<file path="config.mk">
export PLATFORM = sky130hd
export DESIGN_NAME = fifo_ctrl_flat
export DESIGN_NICKNAME = d
export VERILOG_FILES = /design/src/rtl/fifo_ctrl_pkg.sv /design/src/rtl/fifo_ctrl_if.sv /design/src/rtl/fifo_ctrl.sv /design/src/flat_wrapper.sv
export SDC_FILE = /design/constraint.sdc
export NUM_CORES = 1
export LEC_CHECK = 0
export CORE_MARGIN = 2
export CORE_UTILIZATION = 53
export DETAILED_ROUTE_END_ITERATION = 12
export DONT_BUFFER_PORTS = 1
export PLACE_DENSITY = 0.73
export SETUP_SLACK_MARGIN = 0.1
export SLEW_MARGIN = 40
export SYNTH_ARGS = -nofsm -noshare
export SYNTH_HDL_FRONTEND = slang
export SYNTH_SLANG_ARGS = --single-unit
</file>
<file path="constraint.sdc">
create_clock -name clk -period 3.25 [get_ports clk]
set_clock_uncertainty 0.1 [all_clocks]
set_input_delay 0.65 -clock clk [delete_from_list [all_inputs] [get_ports clk]]
set_output_delay 0.65 -clock clk [all_outputs]
set_load 0.05 [all_outputs]
</file>
<file path="src/rtl/fifo_ctrl_pkg.sv">
// Shared definitions for the lane buffer FIFO controller: state encodings,
// default geometry and thresholds, and the occupancy flag bundle.
package fifo_ctrl_pkg;

  localparam int DEF_ADDR_SIZE = 3;
  localparam int DEF_RAM_DEPTH = 8;
  localparam int DEF_AF_THRESH = 6;
  localparam int DEF_AE_THRESH = 2;

  typedef enum logic [1:0] {
    ST_EMPTY  = 2'd0,
    ST_ACTIVE = 2'd1,
    ST_FULL   = 2'd2,
    ST_ERROR  = 2'd3
  } fifo_state_e;

  typedef struct packed {
    logic full;
    logic empty;
    logic almost_full;
    logic almost_empty;
  } fifo_flags_t;

endpackage : fifo_ctrl_pkg

</file>
<file path="src/rtl/fifo_ctrl_if.sv">
// Producer/consumer request and RAM-control bundle of one lane buffer.
// master = requester side (drives push/pop), slave = the controller.
interface fifo_ctrl_if
  import fifo_ctrl_pkg::*;
#(
  parameter int ADDR_SIZE = DEF_ADDR_SIZE
);

  logic                 push;
  logic                 pop;
  logic                 mem_wr_enb;
  logic [ADDR_SIZE-1:0] mem_wr_addr;
  logic                 mem_rd_enb;
  logic [ADDR_SIZE-1:0] mem_rd_addr;
  logic                 full;
  logic                 empty;
  logic                 almost_full;
  logic                 almost_empty;
  logic [ADDR_SIZE:0]   fifo_count;
  fifo_state_e          fifo_state;
  logic                 overflow;
  logic                 underflow;

  modport master (
    output push, pop,
    input  mem_wr_enb, mem_wr_addr, mem_rd_enb, mem_rd_addr,
    input  full, empty, almost_full, almost_empty,
    input  fifo_count, fifo_state, overflow, underflow
  );

  modport slave (
    input  push, pop,
    output mem_wr_enb, mem_wr_addr, mem_rd_enb, mem_rd_addr,
    output full, empty, almost_full, almost_empty,
    output fifo_count, fifo_state, overflow, underflow
  );

endinterface : fifo_ctrl_if

</file>
<file path="src/rtl/fifo_ctrl.sv">
// Pointer/flag controller that turns a 2**ADDR_SIZE-entry dual-address RAM
// into a FIFO: RAM enables/addresses, occupancy, thresholds and error flags.
module fifo_ctrl
  import fifo_ctrl_pkg::*;
#(
  parameter int ADDR_SIZE = DEF_ADDR_SIZE,
  parameter int RAM_DEPTH = DEF_RAM_DEPTH,
  parameter int AF_THRESH = DEF_AF_THRESH,
  parameter int AE_THRESH = DEF_AE_THRESH
) (
  input  logic        clk,
  input  logic        rst,
  fifo_ctrl_if.slave  bus
);

  localparam int CW = ADDR_SIZE + 1;
  localparam logic [CW-1:0] DEPTH_C = CW'(RAM_DEPTH);
  localparam logic [CW-1:0] AF_C    = CW'(AF_THRESH);
  localparam logic [CW-1:0] AE_C    = CW'(AE_THRESH);
  localparam logic [CW-1:0] ZERO_C  = '0;

  logic [ADDR_SIZE-1:0] wr_ptr_q, wr_ptr_d;
  logic [ADDR_SIZE-1:0] rd_ptr_q, rd_ptr_d;
  logic [CW-1:0]        count_q, count_d;
  logic                 overflow_q, overflow_d;
  logic                 underflow_q, underflow_d;
  fifo_state_e          state_q, state_d;

  fifo_flags_t          flags;
  logic                 push_ok;
  logic                 pop_ok;

  // Flags come from the registered count only, so they lag the edge by design.
  always_comb begin
    flags              = '0;
    flags.full         = (count_q == DEPTH_C);
    flags.empty        = (count_q == ZERO_C);
    flags.almost_full  = (count_q >= AF_C);
    flags.almost_empty = (count_q <= AE_C);
  end

  // A pop frees the slot a same-cycle push needs, so full does not block a paired push.
  assign pop_ok  = bus.pop  & ~flags.empty & ~rst;
  assign push_ok = bus.push & (~flags.full | pop_ok) & ~rst;

  always_comb begin
    wr_ptr_d    = wr_ptr_q;
    rd_ptr_d    = rd_ptr_q;
    count_d     = count_q;
    overflow_d  = overflow_q  | (bus.push & ~push_ok);
    underflow_d = underflow_q | (bus.pop  & ~pop_ok);

    if (push_ok) begin
      wr_ptr_d = wr_ptr_q + 1'b1;
    end
    if (pop_ok) begin
      rd_ptr_d = rd_ptr_q + 1'b1;
    end

    unique case ({push_ok, pop_ok})
      2'b10:   count_d = count_q + 1'b1;
      2'b01:   count_d = count_q - 1'b1;
      default: count_d = count_q;
    endcase
  end

  always_comb begin
    state_d = state_q;
    if (state_q == ST_ERROR || overflow_d || underflow_d) begin
      state_d = ST_ERROR;
    end else begin
      unique case (state_q)
        ST_EMPTY: begin
          if (push_ok) begin
            state_d = (count_d == DEPTH_C) ? ST_FULL : ST_ACTIVE;
          end
        end
        ST_ACTIVE: begin
          if (count_d == DEPTH_C) begin
            state_d = ST_FULL;
          end else if (count_d == ZERO_C) begin
            state_d = ST_EMPTY;
          end
        end
        ST_FULL: begin
          if (pop_ok && !push_ok) begin
            state_d = ST_ACTIVE;
          end
        end
        default: state_d = ST_ERROR;
      endcase
    end
  end

  always_ff @(posedge clk) begin
    if (rst) begin
      wr_ptr_q    <= '0;
      rd_ptr_q    <= '0;
      count_q     <= '0;
      overflow_q  <= 1'b0;
      underflow_q <= 1'b0;
      state_q     <= ST_EMPTY;
    end else begin
      wr_ptr_q    <= wr_ptr_d;
      rd_ptr_q    <= rd_ptr_d;
      count_q     <= count_d;
      overflow_q  <= overflow_d;
      underflow_q <= underflow_d;
      state_q     <= state_d;
    end
  end

  assign bus.mem_wr_enb   = push_ok;
  assign bus.mem_wr_addr  = wr_ptr_q;
  assign bus.mem_rd_enb   = pop_ok;
  assign bus.mem_rd_addr  = rd_ptr_q;
  assign bus.full         = flags.full;
  assign bus.empty        = flags.empty;
  assign bus.almost_full  = flags.almost_full;
  assign bus.almost_empty = flags.almost_empty;
  assign bus.fifo_count   = count_q;
  assign bus.fifo_state   = state_q;
  assign bus.overflow     = overflow_q;
  assign bus.underflow    = underflow_q;

endmodule : fifo_ctrl

</file>
<file path="src/flat_wrapper.sv">
// flat-port wrapper written by rule: the top's interface ports become plain ports
module fifo_ctrl_flat import fifo_ctrl_pkg::*;
#(
  parameter int ADDR_SIZE = DEF_ADDR_SIZE,
  parameter int RAM_DEPTH = DEF_RAM_DEPTH,
  parameter int AF_THRESH = DEF_AF_THRESH,
  parameter int AE_THRESH = DEF_AE_THRESH
)
  (clk, rst, bus_push, bus_pop, bus_mem_wr_enb, bus_mem_wr_addr, bus_mem_rd_enb, bus_mem_rd_addr, bus_full, bus_empty, bus_almost_full, bus_almost_empty, bus_fifo_count, bus_fifo_state, bus_overflow, bus_underflow);
  fifo_ctrl_if #(.ADDR_SIZE(ADDR_SIZE)) bus_i ();
  input  logic clk;
  input  logic rst;
  input wire logic [$bits(bus_i.push)-1:0] bus_push;
  input wire logic [$bits(bus_i.pop)-1:0] bus_pop;
  output wire logic [$bits(bus_i.mem_wr_enb)-1:0] bus_mem_wr_enb;
  output wire logic [$bits(bus_i.mem_wr_addr)-1:0] bus_mem_wr_addr;
  output wire logic [$bits(bus_i.mem_rd_enb)-1:0] bus_mem_rd_enb;
  output wire logic [$bits(bus_i.mem_rd_addr)-1:0] bus_mem_rd_addr;
  output wire logic [$bits(bus_i.full)-1:0] bus_full;
  output wire logic [$bits(bus_i.empty)-1:0] bus_empty;
  output wire logic [$bits(bus_i.almost_full)-1:0] bus_almost_full;
  output wire logic [$bits(bus_i.almost_empty)-1:0] bus_almost_empty;
  output wire logic [$bits(bus_i.fifo_count)-1:0] bus_fifo_count;
  output wire logic [$bits(bus_i.fifo_state)-1:0] bus_fifo_state;
  output wire logic [$bits(bus_i.overflow)-1:0] bus_overflow;
  output wire logic [$bits(bus_i.underflow)-1:0] bus_underflow;
  assign bus_i.push = bus_push;
  assign bus_i.pop = bus_pop;
  assign bus_mem_wr_enb = bus_i.mem_wr_enb;
  assign bus_mem_wr_addr = bus_i.mem_wr_addr;
  assign bus_mem_rd_enb = bus_i.mem_rd_enb;
  assign bus_mem_rd_addr = bus_i.mem_rd_addr;
  assign bus_full = bus_i.full;
  assign bus_empty = bus_i.empty;
  assign bus_almost_full = bus_i.almost_full;
  assign bus_almost_empty = bus_i.almost_empty;
  assign bus_fifo_count = bus_i.fifo_count;
  assign bus_fifo_state = bus_i.fifo_state;
  assign bus_overflow = bus_i.overflow;
  assign bus_underflow = bus_i.underflow;
  fifo_ctrl #(.ADDR_SIZE(ADDR_SIZE), .RAM_DEPTH(RAM_DEPTH), .AF_THRESH(AF_THRESH), .AE_THRESH(AE_THRESH)) u_core (.clk(clk), .rst(rst), .bus(bus_i));
endmodule
</file>
# ---- After elaboration in Yosys (flattened, before gate mapping)
# Index checks and enable logic that the tools add are counted.
dict set report word_totals {
  ff_bits 14
  wordCells 52
  input_bits 4
}
dict set report op_classes {
  n_addsub 4
  n_bitwise 14
  reduce_logical 8
  order_cmp 2
  eq_ne 10
  mux 8
}
# op n
set ops {}
lappend ops {{2-bit 2-to-1 mux} 6}
lappend ops {{4-bit == test (second input constant)} 2}
lappend ops {{4-bit zero test} 2}
lappend ops {{4-bit case mux with 2 select lines} 1}
lappend ops {{3-bit by 1-bit adder with 3-bit output (second input constant)} 2}
lappend ops {{1-bit AND} 6}
lappend ops {{2-bit == test (second input constant)} 3}
lappend ops {{3-bit by 1-bit != test with 1-bit output (second input constant)} 2}
lappend ops {{2-bit case mux with 3 select lines} 1}
lappend ops {{1-bit inverter} 5}
lappend ops {{4-bit by 1-bit adder with 4-bit output (second input constant)} 1}
lappend ops {{2-bit by 1-bit == test with 1-bit output (second input constant)} 2}
lappend ops {{4-bit by 3-bit greater-or-equal comparator with 1-bit output (second input constant)} 1}
lappend ops {{4-bit by 2-bit <= comparator with 1-bit output (second input constant)} 1}
lappend ops {{4-bit by 1-bit != test with 1-bit output (second input constant)} 1}
lappend ops {{4-bit by 1-bit subtractor with 4-bit output (second input constant)} 1}
lappend ops {{1-bit bitwise OR} 3}
lappend ops {{3-bit AND reduction} 1}
lappend ops {{2-bit zero test} 1}
lappend ops {{1-bit logical OR} 2}
lappend ops {{1-bit logical AND} 1}
lappend ops {{1-bit zero test} 1}

# ---- Depth between registers and ports, before layout
# Gate-level depths: netlist of the first run.
dict set report logic_depth {
  word_depth 14
  ltp_mapped 12
}

# ---- Least setup slack after synthesis of the first run
# OpenSTA, ideal clock, no wires.
dict set report synth_path {
  kind {reg2reg}
  from {register u_core.count_q[3], in the netlist u_core.bus.fifo_count[3]}
  to {register u_core.state_q[0], in the netlist u_core.bus.fifo_state[0]}
  path_stages_with_launch 12
  required_ns 3.019
  period_less_slack_ns 5.081
  setup_slack_ns -1.831
  arrival_time_ns 4.851
  path_cell_list {dfxtp_1 -> clkbuf_1 -> nor4_1 -> nand2b_1 -> nor2_1 -> ha_1 -> ha_1 -> or2_2 -> a31o_1 -> or4b_4 -> o211ai_2 -> o22ai_1}
}
dict set report synth_between {
  elab_chain_cells 14
}
# item line_no
set synth_rtl {}
lappend synth_rtl {{start, declared} fifo_ctrl.sv:24} ;# logic [CW-1:0] count_q, count_d;
lappend synth_rtl {{start signal, assigned} fifo_ctrl.sv:106} ;# count_q <= count_d;
lappend synth_rtl {{4-bit zero test (*)} fifo_ctrl.sv:37} ;# flags.empty = (count_q == ZERO_C);
lappend synth_rtl {{named net bus_empty} flat_wrapper.sv:20} ;# output wire logic [$bits(bus_i.empty)-1:0] bus_empty;
lappend synth_rtl {{1-bit inverter (*)} fifo_ctrl.sv:43} ;# assign pop_ok = bus.pop & ~flags.empty & ~rst;
lappend synth_rtl {{1-bit AND (*) (2 in series)} fifo_ctrl.sv:43}
lappend synth_rtl {{named net bus_mem_rd_enb} flat_wrapper.sv:17} ;# output wire logic [$bits(bus_i.mem_rd_enb)-1:0] bus_mem_rd_enb;
lappend synth_rtl {{1-bit bitwise OR} fifo_ctrl.sv:44} ;# assign push_ok = bus.push & (~flags.full | pop_ok) & ~rst;
lappend synth_rtl {{1-bit AND (2 in series)} fifo_ctrl.sv:44}
lappend synth_rtl {{2-bit by 1-bit == test with 1-bit output (tied with other cells)} fifo_ctrl.sv:60} ;# unique case ({push_ok, pop_ok})
lappend synth_rtl {{4-bit case mux with 2 select lines or 1-bit AND (tied branches)} {fifo_ctrl.sv:60, fifo_ctrl.sv:50}}
lappend synth_rtl {{4-bit == test or 1-bit bitwise OR (tied branches)} {fifo_ctrl.sv:75, fifo_ctrl.sv:79, fifo_ctrl.sv:50}}
lappend synth_rtl {{2-bit 2-to-1 mux or 1-bit logical OR (tied branches)} {fifo_ctrl.sv:75, fifo_ctrl.sv:69}}
lappend synth_rtl {{2-bit 2-to-1 mux or 1-bit logical OR (tied branches)} {fifo_ctrl.sv:74, fifo_ctrl.sv:69}}
lappend synth_rtl {{2-bit case mux with 3 select lines (tied with other cells)} fifo_ctrl.sv:72} ;# unique case (state_q)
lappend synth_rtl {{2-bit 2-to-1 mux or 3-bit AND reduction (tied branches)} --}
lappend synth_rtl {{end signal, assigned} fifo_ctrl.sv:109} ;# state_q <= state_d;
lappend synth_rtl {{end, declared} fifo_ctrl.sv:27} ;# fifo_state_e state_q, state_d;
# The timed path passes the listed nets; every way through them passes the cells marked *. The select of a mux whose other input is x is not followed.
# A chain may end at the register's enable or synchronous reset.

# ---- Worst setup path after layout of the first run
dict set report layout_path {
  from {register u_core.count_q[2], in the netlist u_core.bus.fifo_count[2]}
  to {register u_core.state_q[0], in the netlist u_core.bus.fifo_state[0]}
}
dict set report layout_between {
  elab_chain_cells 14
}
# item line_no
set layout_rtl {}
lappend layout_rtl {{4-bit zero test} fifo_ctrl.sv:37}
lappend layout_rtl {{1-bit inverter} fifo_ctrl.sv:43}
lappend layout_rtl {{1-bit AND (2 in series)} fifo_ctrl.sv:43}
lappend layout_rtl {{1-bit bitwise OR} fifo_ctrl.sv:44}
lappend layout_rtl {{1-bit AND (2 in series)} fifo_ctrl.sv:44}
lappend layout_rtl {{2-bit by 1-bit == test with 1-bit output (tied with other cells)} fifo_ctrl.sv:60}
lappend layout_rtl {{4-bit case mux with 2 select lines or 1-bit AND (tied branches)} {fifo_ctrl.sv:60, fifo_ctrl.sv:50}}
lappend layout_rtl {{4-bit == test or 1-bit bitwise OR (tied branches)} {fifo_ctrl.sv:75, fifo_ctrl.sv:79, fifo_ctrl.sv:50}}
lappend layout_rtl {{2-bit 2-to-1 mux or 1-bit logical OR (tied branches)} {fifo_ctrl.sv:75, fifo_ctrl.sv:69}}
lappend layout_rtl {{2-bit 2-to-1 mux or 1-bit logical OR (tied branches)} {fifo_ctrl.sv:74, fifo_ctrl.sv:69}}
lappend layout_rtl {{2-bit case mux with 3 select lines (tied with other cells)} fifo_ctrl.sv:72}
lappend layout_rtl {{2-bit 2-to-1 mux or 3-bit AND reduction (tied branches)} --}
# Several ways; a longest one is shown, not always the timed one. The select of a mux whose other input is x is not followed.

==> flow_metrics.env, run 1 <==
export IMPL_yosysTopAreaCell="dfxtp_1"
export IMPL_worst_setup_path_type="reg -> reg"
export IMPL_start_kind="register"
export IMPL_clk_latency_ps=280
export IMPL_grt_pass1_vias=643
export IMPL_power_frac_seq=0.458
export IMPL_crit_slowest_cell="fa_1"
export IMPL_drc_errors=0
export IMPL_ant_nets=0
export IMPL_final_layout_size_suffix_gt1_frac=0.273
export IMPL_tns_ps=0
export IMPL_overflow=0
export IMPL_die_w_um=42.8
export IMPL_layout_common_cells="nor2_1, dfxtp_1, nand2_1"
export IMPL_dr_max_layer_used="met4"
export IMPL_port_buffer_count=0
export IMPL_power_frac_clock=0.201
export IMPL_cts_root_buf="clkbuf_4"
export IMPL_path_cells="nor3_2 -> a21boi_1 -> nand2b_1 -> ha_4 -> inv_1 -> fa_1 -> nor2b_1 -> and3_2 -> or4b_4 -> o211ai_2 -> o22ai_1"
export IMPL_grt_pass1_wl_mm=2.69
export IMPL_p_sw_frac=0.436
export IMPL_async_reset_ff_frac=0
export IMPL_ys_types=35
export IMPL_finalMaxSlewViolations=0
export IMPL_clock_sinks=14
export IMPL_hold_buffers=0
export IMPL_rows=14
export IMPL_slew_headroom=0.421
export IMPL_cts_made_buffers=3
export IMPL_vias=671
export IMPL_placed_cell_area_um2=925
export IMPL_grt_max_degree=20
export IMPL_cts_tree="yes"
export IMPL_dr_pass1_iters=4
export IMPL_met2_length_um=726
export IMPL_drtIter0Drc=9
export IMPL_place_inst=111
export IMPL_holdCritPathClass="in -> reg"
export IMPL_avgSynthCellArea_um2=8.60
export IMPL_wl_per_cell_um=13.4
export IMPL_drv_cap=0
export IMPL_routabilityCongestion=0.726
export IMPL_final_setup_viol_count=0
export IMPL_cts_buffer_depth=2
export IMPL_p_total_mw=0.613
export IMPL_hold_violations=0
export IMPL_p_leak_nw=0.400
export IMPL_path_buf_inv=1
export IMPL_period_needed_ps=2930
export IMPL_tightest_slew_ps=867
export IMPL_cp_slowest_stage_delay_ps=480
export IMPL_start_util=0.550
export IMPL_cellPowerDensity_mw_per_mm2=635
export IMPL_synth_edff_count=0
export IMPL_synth_flop_cell="dfxtp_1"
export IMPL_clk_pin_slew_ps=80
export IMPL_dieArea_mm2=0.00184
export IMPL_critPathTopFamily="simple AND/OR/NAND/NOR gates"
export IMPL_p_switching_mw=0.267
export IMPL_cp_max_fo=7
export IMPL_synth_top_area_frac=0.351
export IMPL_wl_mm=1.55
export IMPL_status="completed"
export IMPL_post_cts_buffers=0
export IMPL_fin_cells=115
export IMPL_ios=24
export IMPL_ys_warn_count=0
export IMPL_dp_hpwl_mm=1.22
export IMPL_finalInstanceArea_um2=966
export IMPL_rsz0062_at_grt="false"
export IMPL_ys_seq_area_frac=0.351
export IMPL_antenna_found_initial=0
export IMPL_ys_seq_elements=14
export IMPL_ys_top_cells_by_area="dfxtp_1, ha_1, nor2_1"
export IMPL_synth_nets=103
export IMPL_timing_final_crit_share=0.901
export IMPL_synth_cells=93
export IMPL_fmax_mhz=341
export IMPL_critical_path_required_ps=3320
export IMPL_die_h_um=42.8
export IMPL_arrival_ps=3000
export IMPL_finalNetCount=110
export IMPL_routedLengthMet1_um=690
export IMPL_combPwrFrac=0.341
export IMPL_p_int_mw=0.346
export IMPL_endpoint_kind="register"
export IMPL_antenna_cells=0
export IMPL_cts_resized_gates=0
export IMPL_coreArea_mm2=0.00145
export IMPL_synthesis_area_um2=800
export IMPL_ir_worst_vdd_mv=0.466
export IMPL_grt_usage=0.201
export IMPL_final_common_cell="nor2_1"
export IMPL_synthToLayoutAreaGrowth_pct=20.8
export IMPL_routed_wl_met3_um=118
export IMPL_viasPerCell=5.83
export IMPL_h_tree_depth=1
-- flip-flops by register name, indices dropped and copies added, names as in the netlist --
signal,flops
u_core.bus.mem_rd_addr,3
u_core.bus.fifo_count,4
u_core.bus.underflow,1
u_core.bus.fifo_state,2
u_core.bus.overflow,1
u_core.bus.mem_wr_addr,3
-- power by group through the flow --
stage	logic (mW)	clock network, mW	registers, mW
CTS	0.210	0.127	0.280
global route	0.230	0.136	0.285
floorplan	0.156	0	0.289
global placement	0.204	0	0.284
detailed placement	0.209	0	0.284
finish	0.209	0.123	0.281
-- worst reg2reg max path: stages, from the launching register on --
cell and delay [ps]:
dfxtp_4 430, nor3_2 230, a21boi_1 110, nand2b_1 180, ha_4 220, inv_1 80
fa_1 480, nor2b_1 160, and3_2 210, or4b_4 450, o211ai_2 90, o22ai_1 90
-- synth_stat cells, types with 2 or more instances --
library cell,number
dfxtp_1,14
nor2_1,12
nand2_1,7
inv_1,6
a21oi_1,5
ha_1,5
clkbuf_1,4
xor2_1,4
a211oi_1,3
xnor2_1,3
a31oi_1,2
nand2b_1,2
nand3_1,2
nor2b_1,2
o21ai_0,2
-- kinds of logic after synthesis --
logic type / Yosys count / synth area share
mux: 1 / 0.0125
xor+xnor: 7 / 0.0767
buf+inv: 10 / 0.0469
flops: 14 / 0.351
simple gates: 33 / 0.207
compound gates: 22 / 0.203
fa+ha+maj: 6 / 0.103
-- metrics by stage --
stage | hold WS (ps) | utilization | worst slack [ps]
after CTS | 312 | 0.661 | 214
after floorplan | 517 | - | -119
final | 317 | 0.664 | 322
after detailed placement | 533 | 0.636 | 131
after global routing | 292 | 0.664 | 128
after global placement | 533 | 0.636 | 210
-- path summary, 6_finish.rpt --
| check | startpoint | end | slack (ps) | cells past startpoint |
|---|---|---|---|---|
| min reg2reg | u_core.bus.fifo_count[2] | u_core.bus.fifo_count[2] | 550 | 2 |
| max reg2reg | u_core.bus.fifo_count[2] | u_core.bus.fifo_state[0] | 320 | 11 |
| max | u_core.bus.fifo_count[2] | u_core.bus.fifo_state[0] | 320 | 11 |
| min | rst | u_core.bus.fifo_count[3] | 320 | 1 |
-- area by class of cell --
class                           instances  area (µm²)
Multi-Input combinational cell         69         549
Fill cell                             127         488
Sequential cell                        14         293
Timing Repair Buffer                    6        45.0
Clock buffer                            4        36.3
Inverter                                6        22.5
Tap cell                               16        20.0
-- layer usage --
layer | vias to the layer above | track usage
met4 | 0 | 0.0750
met2 | 19 | 0.309
li1 | 338 | -
met3 | 2 | 0.0979
met5 | - | 0
met1 | 312 | 0.241
(Power assumes the default switching activity.)
==> run 2: changes to the inputs <==
CORE_UTILIZATION = 55   (was 53)
PLACE_DENSITY = 0.72   (was 0.73)
clock period = 2.8 ns   (was 3.25 ns; I/O delays follow)
==> run 2 against run 1 <==
  * The flow now finishes with violations (setup timing)
  * Highest routed layer unchanged
  * First-iteration DRC count grew to 4.2 times the previous value
  * Sequential power grew 9.6%
  * Die area shrank 3.3%
  * Hold slack lost 95 ps
  * Critical endpoint unchanged
  * Design area grew 21%
  * Register-to-register slack lost 330 ps
  * Total power grew 33%
  * Non-clock buffer count grew 21
  * Critical path type unchanged
==> flow_metrics.env, run 2 (synthesis gave the netlist of run 1 again) <==
export IMPL_dr_pass1_iters=4
export IMPL_routabilityCongestion=0.771
export IMPL_largest_reg_flops=4
export IMPL_cts_made_buffers=3
export IMPL_drc_errors=0
export IMPL_r2r_end="u_core.bus.fifo_state[0]"
export IMPL_antenna_cells=0
export IMPL_rrSetupSlack_ps=-10
export IMPL_start_util=0.599
export IMPL_viasPerCell=6.06
export IMPL_final_util=0.875
export IMPL_coreArea_mm2=0.00133
export IMPL_timing_final_crit_share=1.00
export IMPL_hold_slack_ps=222
export IMPL_period_needed_ps=2810
export IMPL_final_setup_viol_count=1
export IMPL_dp_slack_ps=-158
export IMPL_final_seq_area_um2=295
export IMPL_hold_buffers=0
export IMPL_crit_slowest_cell="fa_1"
export IMPL_dp_hpwl_mm=1.50
export IMPL_worst_setup_path_type="reg -> reg"
export IMPL_clk_latency_ps=290
export IMPL_holdPathStages=1
export IMPL_grt_max_degree=20
export IMPL_endpoint_kind="register"
export IMPL_grt_usage=0.281
export IMPL_dieArea_mm2=0.00177
export IMPL_rsz0062_at_grt="true"
export IMPL_ios=24
export IMPL_grt_pass1_wl_mm=3.66
export IMPL_overflow=0
export IMPL_p_total_mw=0.816
export IMPL_arrival_ps=2890
export IMPL_worstHoldStart="rst"
export IMPL_ant_nets=0
export IMPL_slew_headroom=0.521
export IMPL_critical_path_required_ps=2880
export IMPL_port_buffer_count=0
export IMPL_wl_per_cell_um=16.8
export IMPL_clk_pin_slew_ps=80
export IMPL_setup_slack_ps=-12.4
export IMPL_ir_worst_vdd_mv=0.562
export IMPL_final_common_cell="buf_4"
export IMPL_cts_root_buf="clkbuf_4"
export IMPL_rows=13
export IMPL_layout_common_cells="buf_4, nor2_1, dfxtp_1"
export IMPL_start_kind="register"
export IMPL_cts_tree="yes"
export IMPL_multi_input_area_um2=592
export IMPL_path_cells="nor3_4 -> a21boi_2 -> nand2b_1 -> ha_4 -> inv_2 -> fa_1 -> nor2b_4 -> and3_4 -> or4b_4 -> o211ai_2 -> o22ai_1"
export IMPL_fmax_mhz=356
export IMPL_cp_slowest_stage_delay_ps=500
export IMPL_vias=818
export IMPL_synthToLayoutAreaGrowth_pct=46.0
export IMPL_placed_cell_area_mm2=0.00101
export IMPL_wl_mm=2.27
export IMPL_antenna_found_initial=0
export IMPL_drtIter0Drc=38
export IMPL_die_h_um=42.1
export IMPL_final_layout_size_suffix_gt1_frac=0.450
export IMPL_reg2regPathDepth=11
export IMPL_holdCritPathClass="in -> reg"
export IMPL_cts_buffer_depth=2
export IMPL_min_to="u_core.bus.fifo_count[3]"
export IMPL_finalNetCount=131
export IMPL_fillCellCount=65
export IMPL_finalInstanceArea_mm2=0.00117
export IMPL_drv_cap=0
export IMPL_p_leak_nw=0.510
export IMPL_cp_max_fo=5
export IMPL_status="finished with violations"
export IMPL_die_w_um=42.1
export IMPL_violations="setup timing"
export IMPL_hold_violations=0
export IMPL_cellPowerDensity_mw_per_mm2=699
export IMPL_clock_sinks=14
export IMPL_tightest_slew_ps=717
export IMPL_grt_pass1_vias=822
export IMPL_h_tree_depth=1
export IMPL_finalMaxSlewViolations=0
export IMPL_r2r_start="u_core.bus.fifo_count[2]"
-- run 2: cell count changes in the layout (fill, tap and decap cells not counted), sizes merged --
cell,previous run,this run
buf,6,27
-- run 2: how the worst max path moves through the flow --
stage | start | to | slack, ps | depth (start not counted)
after CTS | u_core.bus.fifo_count[0] | u_core.bus.fifo_state[0] | 70 | 11
after floorplan | u_core.bus.fifo_count[3] | u_core.bus.fifo_state[0] | -570 | 11
after global routing | u_core.bus.fifo_count[2] | u_core.bus.fifo_state[0] | -60 | 11
final | u_core.bus.fifo_count[2] | u_core.bus.fifo_state[0] | -10 | 11
after detailed placement | bus_pop | u_core.bus.fifo_state[0] | -160 | 11
after global placement | bus_pop | u_core.bus.fifo_state[0] | -50 | 11
-- run 2: stage by stage --
| stage | cells | setup TNS (ps) |
|---|---|---|
| CTS | 131 | 0 |
| global route | 135 | -102 |
| floorplan | 93 | -1490 |
| global placement | 121 | -70.8 |
| finish | 135 | -12.4 |
| detailed placement | 121 | -281 |
-- run 2: layout make-up --
| class | instances | share of cell area |
|---|---|---|
| Timing Repair Buffer | 27 | 0.174 |
| Clock buffer | 4 | 0.0311 |
| Multi-Input combinational cell | 69 | 0.507 |
| Inverter | 6 | 0.0193 |
| Tap cell | 15 | 0.0161 |
| Sequential cell | 14 | 0.253 |
-- run 2: power breakdown --
group	switching, mW	internal, mW	total [mW]	leakage [nW]
combinational	0.203	0.159	0.362	0.372
clock	0.0672	0.0793	0.147	0.0210
sequential	0.0842	0.224	0.308	0.118
-- run 2: routing by layer --
metal | global-route usage | wire (µm)
met1 | 0.308 | 862
met2 | 0.522 | 1210
met3 | 0.0948 | 174
met4 | 0.0563 | 26
met5 | 0 | 0
-- run 2: repair_timing --
| item | 4_1_cts | 5_1_grt |
|---|---|---|
| endpoints found under the hold margin | 0 | 0 |
| gates resized for setup | 12 | 0 |
| setup endpoints to repair | 2 | 2 |
| buffers inserted | 6 | 4 |
| pin swaps | 8 | 2 |
-- run 2: critical path, delay by kind of cell (launching register included) --
family | cells | cell delay [ps]
and+or+nand+nor | 5 | 1200
adders and majority gates | 2 | 690
DFF | 1 | 370
AOI/OAI and AO/OA | 3 | 270
buffers and inverters | 1 | 50
